<file path="config.mk">
export PLATFORM = sky130hd
export DESIGN_NAME = twiddle_seq
export DESIGN_NICKNAME = d
export VERILOG_FILES = /design/src/rtl/twiddle_seq.sv
export SDC_FILE = /design/constraint.sdc
export NUM_CORES = 1
export LEC_CHECK = 0
export BUFFER_PORTS_ARGS = -buffer_cell sky130_fd_sc_hd__clkbuf_2
export CAP_MARGIN = 40
export CORE_UTILIZATION = 45
export CTS_CLUSTER_DIAMETER = 80
export DETAILED_ROUTE_END_ITERATION = 10
export GPL_ROUTABILITY_DRIVEN = 1
export PLACE_DENSITY_LB_ADDON = 0.25
export SYNTH_ARGS = -nofsm -noshare
export SYNTH_HDL_FRONTEND = slang
export SYNTH_SLANG_ARGS = --single-unit
</file>
<file path="constraint.sdc">
create_clock -name clock -period 2.4 [get_ports clock]
set_input_delay 0.48 -clock clock [delete_from_list [all_inputs] [get_ports clock]]
set_output_delay 0.48 -clock clock [all_outputs]
set_load 0.01 [all_outputs]
</file>
<file path="src/rtl/twiddle_seq.sv">
// Per-stage twiddle feeder for the FFT SDF pipeline: delays each sample by one cycle
// and pairs it with W_N^k and a unity-bypass flag for the downstream complex multiplier.
module twiddle_seq #(
  parameter int unsigned WIDTH = 16,
  parameter int unsigned N     = 64,
  parameter int unsigned LOG_N = 6,
  parameter int unsigned M     = 64
) (
  input  logic                    clock,
  input  logic                    reset_n,
  input  logic                    clear,
  input  logic                    di_en,
  input  logic signed [WIDTH-1:0] di_re,
  input  logic signed [WIDTH-1:0] di_im,
  output logic                    do_en,
  output logic signed [WIDTH-1:0] do_re,
  output logic signed [WIDTH-1:0] do_im,
  output logic signed [WIDTH-1:0] tw_re,
  output logic signed [WIDTH-1:0] tw_im,
  output logic                    tw_bypass,
  output logic [LOG_N-1:0]        do_idx,
  output logic                    do_sof
);

  localparam int unsigned KW     = LOG_N - 1;
  localparam int unsigned HALF   = M / 2;
  localparam int unsigned SH     = $clog2(N / M);
  localparam int          MAXV   = (1 << (WIDTH - 1)) - 1;
  localparam int          MINV   = -MAXV - 1;
  localparam real         SCALE  = real'(MAXV) + 1.0;
  localparam real         TWO_PI = 6.283185307179586;

  logic signed [WIDTH-1:0] rom_re [N/2];
  logic signed [WIDTH-1:0] rom_im [N/2];

  // Twiddle ROM, rounded half away from zero; only cos(0) = +1.0 actually saturates
  for (genvar g = 0; g < N / 2; g++) begin : g_rom
    localparam real C  = SCALE * $cos(TWO_PI * real'(g) / real'(N));
    localparam real S  = -SCALE * $sin(TWO_PI * real'(g) / real'(N));
    localparam int  CR = (C >= 0.0) ? $rtoi(C + 0.5) : -$rtoi(0.5 - C);
    localparam int  SR = (S >= 0.0) ? $rtoi(S + 0.5) : -$rtoi(0.5 - S);
    localparam int  CS = (CR > MAXV) ? MAXV : ((CR < MINV) ? MINV : CR);
    localparam int  SS = (SR > MAXV) ? MAXV : ((SR < MINV) ? MINV : SR);
    assign rom_re[g] = WIDTH'(CS);
    assign rom_im[g] = WIDTH'(SS);
  end

  logic [LOG_N-1:0]        idx_q, idx_d;
  logic                    en_q, en_d;
  logic                    sof_q, sof_d;
  logic                    byp_q, byp_d;
  logic signed [WIDTH-1:0] re_q, re_d, im_q, im_d;
  logic signed [WIDTH-1:0] twr_q, twr_d, twi_q, twi_d;
  logic [LOG_N-1:0]        oidx_q, oidx_d;

  logic [LOG_N-1:0] j_c, r_c, rel_c;
  logic [KW-1:0]    k_c;

  // clear realigns the frame so the current sample is treated as index 0
  assign j_c   = clear ? '0 : idx_q;
  assign r_c   = j_c & LOG_N'(M - 1);
  assign rel_c = r_c - LOG_N'(HALF);
  assign k_c   = KW'(rel_c << SH);

  always_comb begin
    idx_d  = idx_q;
    en_d   = 1'b0;
    sof_d  = 1'b0;
    byp_d  = byp_q;
    re_d   = re_q;
    im_d   = im_q;
    twr_d  = twr_q;
    twi_d  = twi_q;
    oidx_d = oidx_q;
    if (di_en) begin
      en_d   = 1'b1;
      re_d   = di_re;
      im_d   = di_im;
      oidx_d = j_c;
      sof_d  = (j_c == '0);
      if (r_c < LOG_N'(HALF)) begin
        byp_d = 1'b1;
        twr_d = WIDTH'(MAXV);
        twi_d = '0;
      end else begin
        byp_d = (k_c == '0);
        twr_d = rom_re[k_c];
        twi_d = rom_im[k_c];
      end
      idx_d = (j_c == LOG_N'(N - 1)) ? '0 : j_c + LOG_N'(1);
    end else if (clear) begin
      idx_d = '0;
    end
  end

  always_ff @(posedge clock or negedge reset_n) begin
    if (!reset_n) begin
      idx_q  <= '0;
      en_q   <= 1'b0;
      sof_q  <= 1'b0;
      byp_q  <= 1'b1;
      re_q   <= '0;
      im_q   <= '0;
      twr_q  <= WIDTH'(MAXV);
      twi_q  <= '0;
      oidx_q <= '0;
    end else begin
      idx_q  <= idx_d;
      en_q   <= en_d;
      sof_q  <= sof_d;
      byp_q  <= byp_d;
      re_q   <= re_d;
      im_q   <= im_d;
      twr_q  <= twr_d;
      twi_q  <= twi_d;
      oidx_q <= oidx_d;
    end
  end

  assign do_en     = en_q;
  assign do_sof    = sof_q;
  assign tw_bypass = byp_q;
  assign do_re     = re_q;
  assign do_im     = im_q;
  assign tw_re     = twr_q;
  assign tw_im     = twi_q;
  assign do_idx    = oidx_q;

endmodule

</file>
* After elaboration in Yosys (flattened, before gate mapping)
Memory sizes are Yosys's and may differ from the RTL's.
Index checks and enable logic that the tools add are counted.
** Word-level totals
- Input port bits :: 36
- Bits in read-only memories :: 1024
- Memories :: 2
- Register bits after elaboration :: 79
** Operators by class
- Reduce and logical (&&, ||, !) cells :: 2
- Bitwise logic cells :: 1
- $lt $le $gt $ge :: 2
- Equal/unequal tests :: 1
- Add/subtract/negate cells :: 2
- Multiplexer cells :: 12
** Memories
- (name not given) :: words 32, width 16, rd ports 1, clocked after memory_dff 0, wr ports 0, line 88 : twi_d = rom_im[k_c];
- (name not given) :: words 32, width 16, rd ports 1, clocked after memory_dff 0, wr ports 0, line 87 : twr_d = rom_re[k_c];
** Operators with widths (number)
- 16-bit 2-to-1 mux :: 6
- 6-bit 2-to-1 mux :: 3
- 6-bit by 1-bit adder with 6-bit output (second input constant) :: 1
- 6-bit == test (second input constant) :: 1
- 6-bit >= comparator (second input constant) :: 1
- 6-bit zero test :: 1
- 6-bit less-than comparator (second input constant) :: 1
- 5-bit inverter with 6-bit output :: 1
- 5-bit zero test :: 1
- 5-bit by 1-bit subtractor with 5-bit output (second input constant) :: 1
- 1-bit 2-to-1 mux :: 3

* Logic depth before layout (Yosys ltp)
- Depth after elaboration :: 7
- Depth in mapped cells :: 10
- Mapped depth without buffers :: 9

* Worst setup path before layout
No wires, ideal clock.
- Path type :: in2reg
- From :: input clear
- To :: register twi_q[3], in the netlist tw_im[3]
- Library setup time :: 0.076 ns
- Data required time :: 2.324 ns
- Path buffers :: 2
- Arrival time :: 2.074 ns
- Stages :: 10
- Slack :: 0.250 ns
- Path through :: buf_4 inv_1 nand2_1 ha_1 buf_2 inv_2 mux2_2 a221oi_1 a21oi_1 o21ai_1
** On the way
- Longest elaborated chain between the ends :: 7
- Elaborated cells on any way between the ends :: 8
** RTL lines
- start: declaration :: line 11 : input logic clear,
- 6-bit 2-to-1 mux *
- 5-bit by 1-bit subtractor with 5-bit output :: line 62 : assign rel_c = r_c - LOG_N'(HALF);
- 5-bit inverter with 6-bit output (not written as such) :: line 88
- memory 32 x 16 bit
- 16-bit 2-to-1 mux (not written as such) (2 in a row) :: line 88
- 16-bit 2-to-1 mux * :: line 81 : if (r_c < LOG_N'(HALF)) begin
- end signal: assignment :: line 115 : twi_q <= twi_d;
- end: declaration :: line 53 : logic signed [WIDTH-1:0] twr_q, twr_d, twi_q, twi_d;
Every way passes the cells marked *; elsewhere a longest branch is shown, timed or not. The select of a mux whose other input is x is not followed.
A chain may end at the register's enable or synchronous reset.

* Worst setup path in the final report
- From :: register idx_q[0]
- To :: register twi_q[7], in the netlist tw_im[7]
** On the way
- Longest elaborated chain between the ends :: 7
- Elaborated cells on any way between the ends :: 8
** RTL lines
- start: declaration :: line 48 : logic [LOG_N-1:0] idx_q, idx_d;
- start signal: assignment :: line 108 : idx_q <= idx_d;
- 6-bit 2-to-1 mux *
- 5-bit by 1-bit subtractor with 5-bit output :: line 62
- 5-bit inverter with 6-bit output (not written as such) :: line 88
- memory 32 x 16 bit
- 16-bit 2-to-1 mux (not written as such) (2 in a row) :: line 88
- 16-bit 2-to-1 mux * :: line 81
Marks and branches as above.

==> impl_results.md <==
* Final wirelength at 13.22 mm
* I/O Pins at 109
* P_leak at 2.439 nW
* Final clock skew at 16.73 ps
* Total global-route track usage at 28.16%
* Syn nets at 474
* Final Cell Area at 5283 um^2
* Crit path kind: register to register
* Area Growth Syn to Fin at 22.66%
* Register area share after synthesis at 46.37%
* Drt pass-1 iters at 5
* Mapped cell area at 4307 um^2
* Remaining Overflow, GRT at 0
* Share of the synthesized area in the top cell type at 36.61%
* Worst slew pin tran at 693.5 ps
* Post-synth EDFFs at 0
* Inserted Clock Buffers at 9
* Fmax at 480.6 MHz
* Dpl hpwl at 9.400 mm
* Core ar. at 9240 um^2
* Die Wd at 99.83 um
* Top cell type by total area after synthesis: dfrtp_1
* Flops & latches, synth at 79
* Vias in the first global route at 4022
* Antenna cells at 0
* CTS clk-pin slew, worst paths at 100 ps
* First-pass GRT wire length at 21.33 mm
* Distinct cell type count after synthesis at 64
* RSZ-0062 raised after global routing: no
* Top FF cell, synth: dfrtp_1
* Critical Path Source Type: register
* DP Area at 5062 um^2
* Fill cells at 828
* Max-Cap Viols at 0
* DIE AREA at 9965 um^2
* Worst EP arrival at 2380 ps
* Syn avg cell area at 10.06 um^2
* Routed len/inst at 19.61 um
* Chip Height at 99.83 um
* Count of final setup violators at 0
* Clock Sinks at 79
* Final Power at 3.130 mW
* Multi-input gate area at 2039 um^2
* Initial antenna violation count at 0
* Clock root cell: clkbuf_8
* Cts hold-fix bufs at 0
* DRC viols at 0
* Number of H-tree levels at 3
* Async S/R FF share, synth at 100.0%
* Post-route ant nets at 0
* IO Port Bufs at 108
* Most frequent cells in the layout: 107 x clkbuf_2, 63 x dfrtp_1, 38 x mux2_2
* TNS Setup at 0 ps
* Status: completed
* Hold crit path type: input pin to async pin
* Pins over their slew limit at 0
* First-iteration detailed-routing DRC count at 383
* Synth top area cells: dfrtp_1 37%, mux2_2 9.9%, dfstp_2 9.8%, a21oi_1 3.5%, nor2_1 3.1%
* Max Fanout on Critical Path at 13
* Nets@finish at 586
* CTS max path bufs at 2
* Final hold vios at 0
* Vias per cell at 5.809
* Critical Path RT at 2700 ps
* Tmin final at 2081 ps
* Clk Latency, worst-skew pair at 370 ps
* Share of cells above drive strength 1 at 40.37%
* Largest net degree at the start of global routing at 48
* Final hold slack at 38.21 ps
* Syn. warnings at 0
* Crit end category: register
* Final Cycle Share at 86.70%
* PD cells at 592.6 nW/um^2
* VDD IR-drop max at 0.3424 mV
* Commonest non-fill, non-tap cell in the layout: clkbuf_2
* Count of mapped cells out of synthesis at 428
* Via count at 3915
* Placer Congestion at 0.9873
* TritonCTS clock tree: done
* Initial Utilization at 46.61%
* Register area at 1997 um^2
* Slew headroom at 53.71%
* Post-cts sizing count at 0
* Post CTS Setup Buffer Count at 0
* Rows at 35
## critical path, cell delays in order, from the launching register on
cell      delay [ps]
dfrtp_1          380
nor2b_1          140
inv_1            150
ha_1             560
nand3b_1         240
a311o_1          350
o21ai_1           80
a22o_1           130
## final timing paths
| path | slack (ps) | from | endpoint | cells past startpoint |
|---|---|---|---|---|
| max in group asynchronous | 1700 | reset_n | tw_re[5] | 2 |
| min in group clock | 340 | di_re[1] | do_re[1] | 2 |
| setup reg to reg | 320 | idx_q[0] | tw_im[7] | 7 |
| hold reg to reg | 480 | do_idx[5] | do_idx[5] | 1 |
| hold / removal | 40 | reset_n | tw_re[15] | 1 |
| setup / recovery | 320 | idx_q[0] | tw_im[7] | 7 |
## flip-flops by register name, summed over array words and instances (netlist names)
| signal | cells |
|---|---|
| do_im | 16 |
| do_idx | 6 |
| do_en | 1 |
| idx_q | 6 |
| do_sof | 1 |
| do_re | 16 |
| tw_im | 16 |
| tw_re | 16 |
| tw_bypass | 1 |
## synth_stat cells (4+ instances only)
cell,n
nand2b_1,6
mux2_2,38
nand3_1,7
clkbuf_1,8
inv_2,4
a221oi_1,7
mux2i_1,5
o22ai_1,9
dfrtp_1,63
o21ai_1,13
xnor2_1,5
nor2b_1,8
o21ai_0,12
buf_2,21
a21o_1,4
ha_1,10
a21oi_1,30
and3_1,4
o221ai_1,6
nand2_1,30
inv_1,13
a31oi_1,12
o2bb2ai_1,4
dfstp_2,16
nor2_1,36
buf_4,6
## layer usage
metal | global-route usage [%] | routed length (um) | up-vias
li1 | - | - | 1773
met1 | 36.33 | 5505 | 1854
met2 | 44.51 | 5996 | 240
met3 | 6.128 | 1156 | 48
met4 | 14.93 | 561 | 0
met5 | 0 | 0 | -
## logic make-up (layout without fill, tap and decap cells)
kind of cell               after synthesis  after routing  share of synthesized area, %
DFF                                     79             79                         46.37
and+or+nand+nor                        105            105                         11.53
muxes                                   43             43                         11.10
adders and majority gates               10             10                         2.905
xor gates and xnor gates                 5              5                         1.017
buffers and inverters                   55            172                         6.275
AOI/OAI and AO/OA                      131            131                         20.80
## final cells by class
| cell class | instances | share of cell area [%] |
|---|---|---|
| sequential | 79 | 37.80 |
| tap | 129 | 3.055 |
| timing repair buffer | 139 | 15.16 |
| multi-input combinational | 294 | 38.61 |
| inverter | 17 | 1.208 |
| clock buffer | 10 | 2.416 |
| clock inverter | 6 | 1.753 |
## per-stage QoR
step,setup WS [ps],std cells,util [%]
final,319.2,674,57.17
after global routing,206.8,674,57.17
after CTS,347.5,674,57.17
after detailed placement,73.22,658,54.79
after global placement,131.8,658,54.79
after floorplan,249.9,428,-
## where the power goes
| group | leakage, nW | switching (mW) | total, mW | internal [mW] |
|---|---|---|---|---|
| registers | 0.967 | 0.0340 | 1.43 | 1.40 |
| clock network | 0.103 | 0.545 | 1.14 | 0.592 |
| logic | 1.37 | 0.334 | 0.561 | 0.227 |
| total | 2.44 | 0.913 | 3.13 | 2.22 |
No activity file was read; power rests on OpenSTA's default activity.
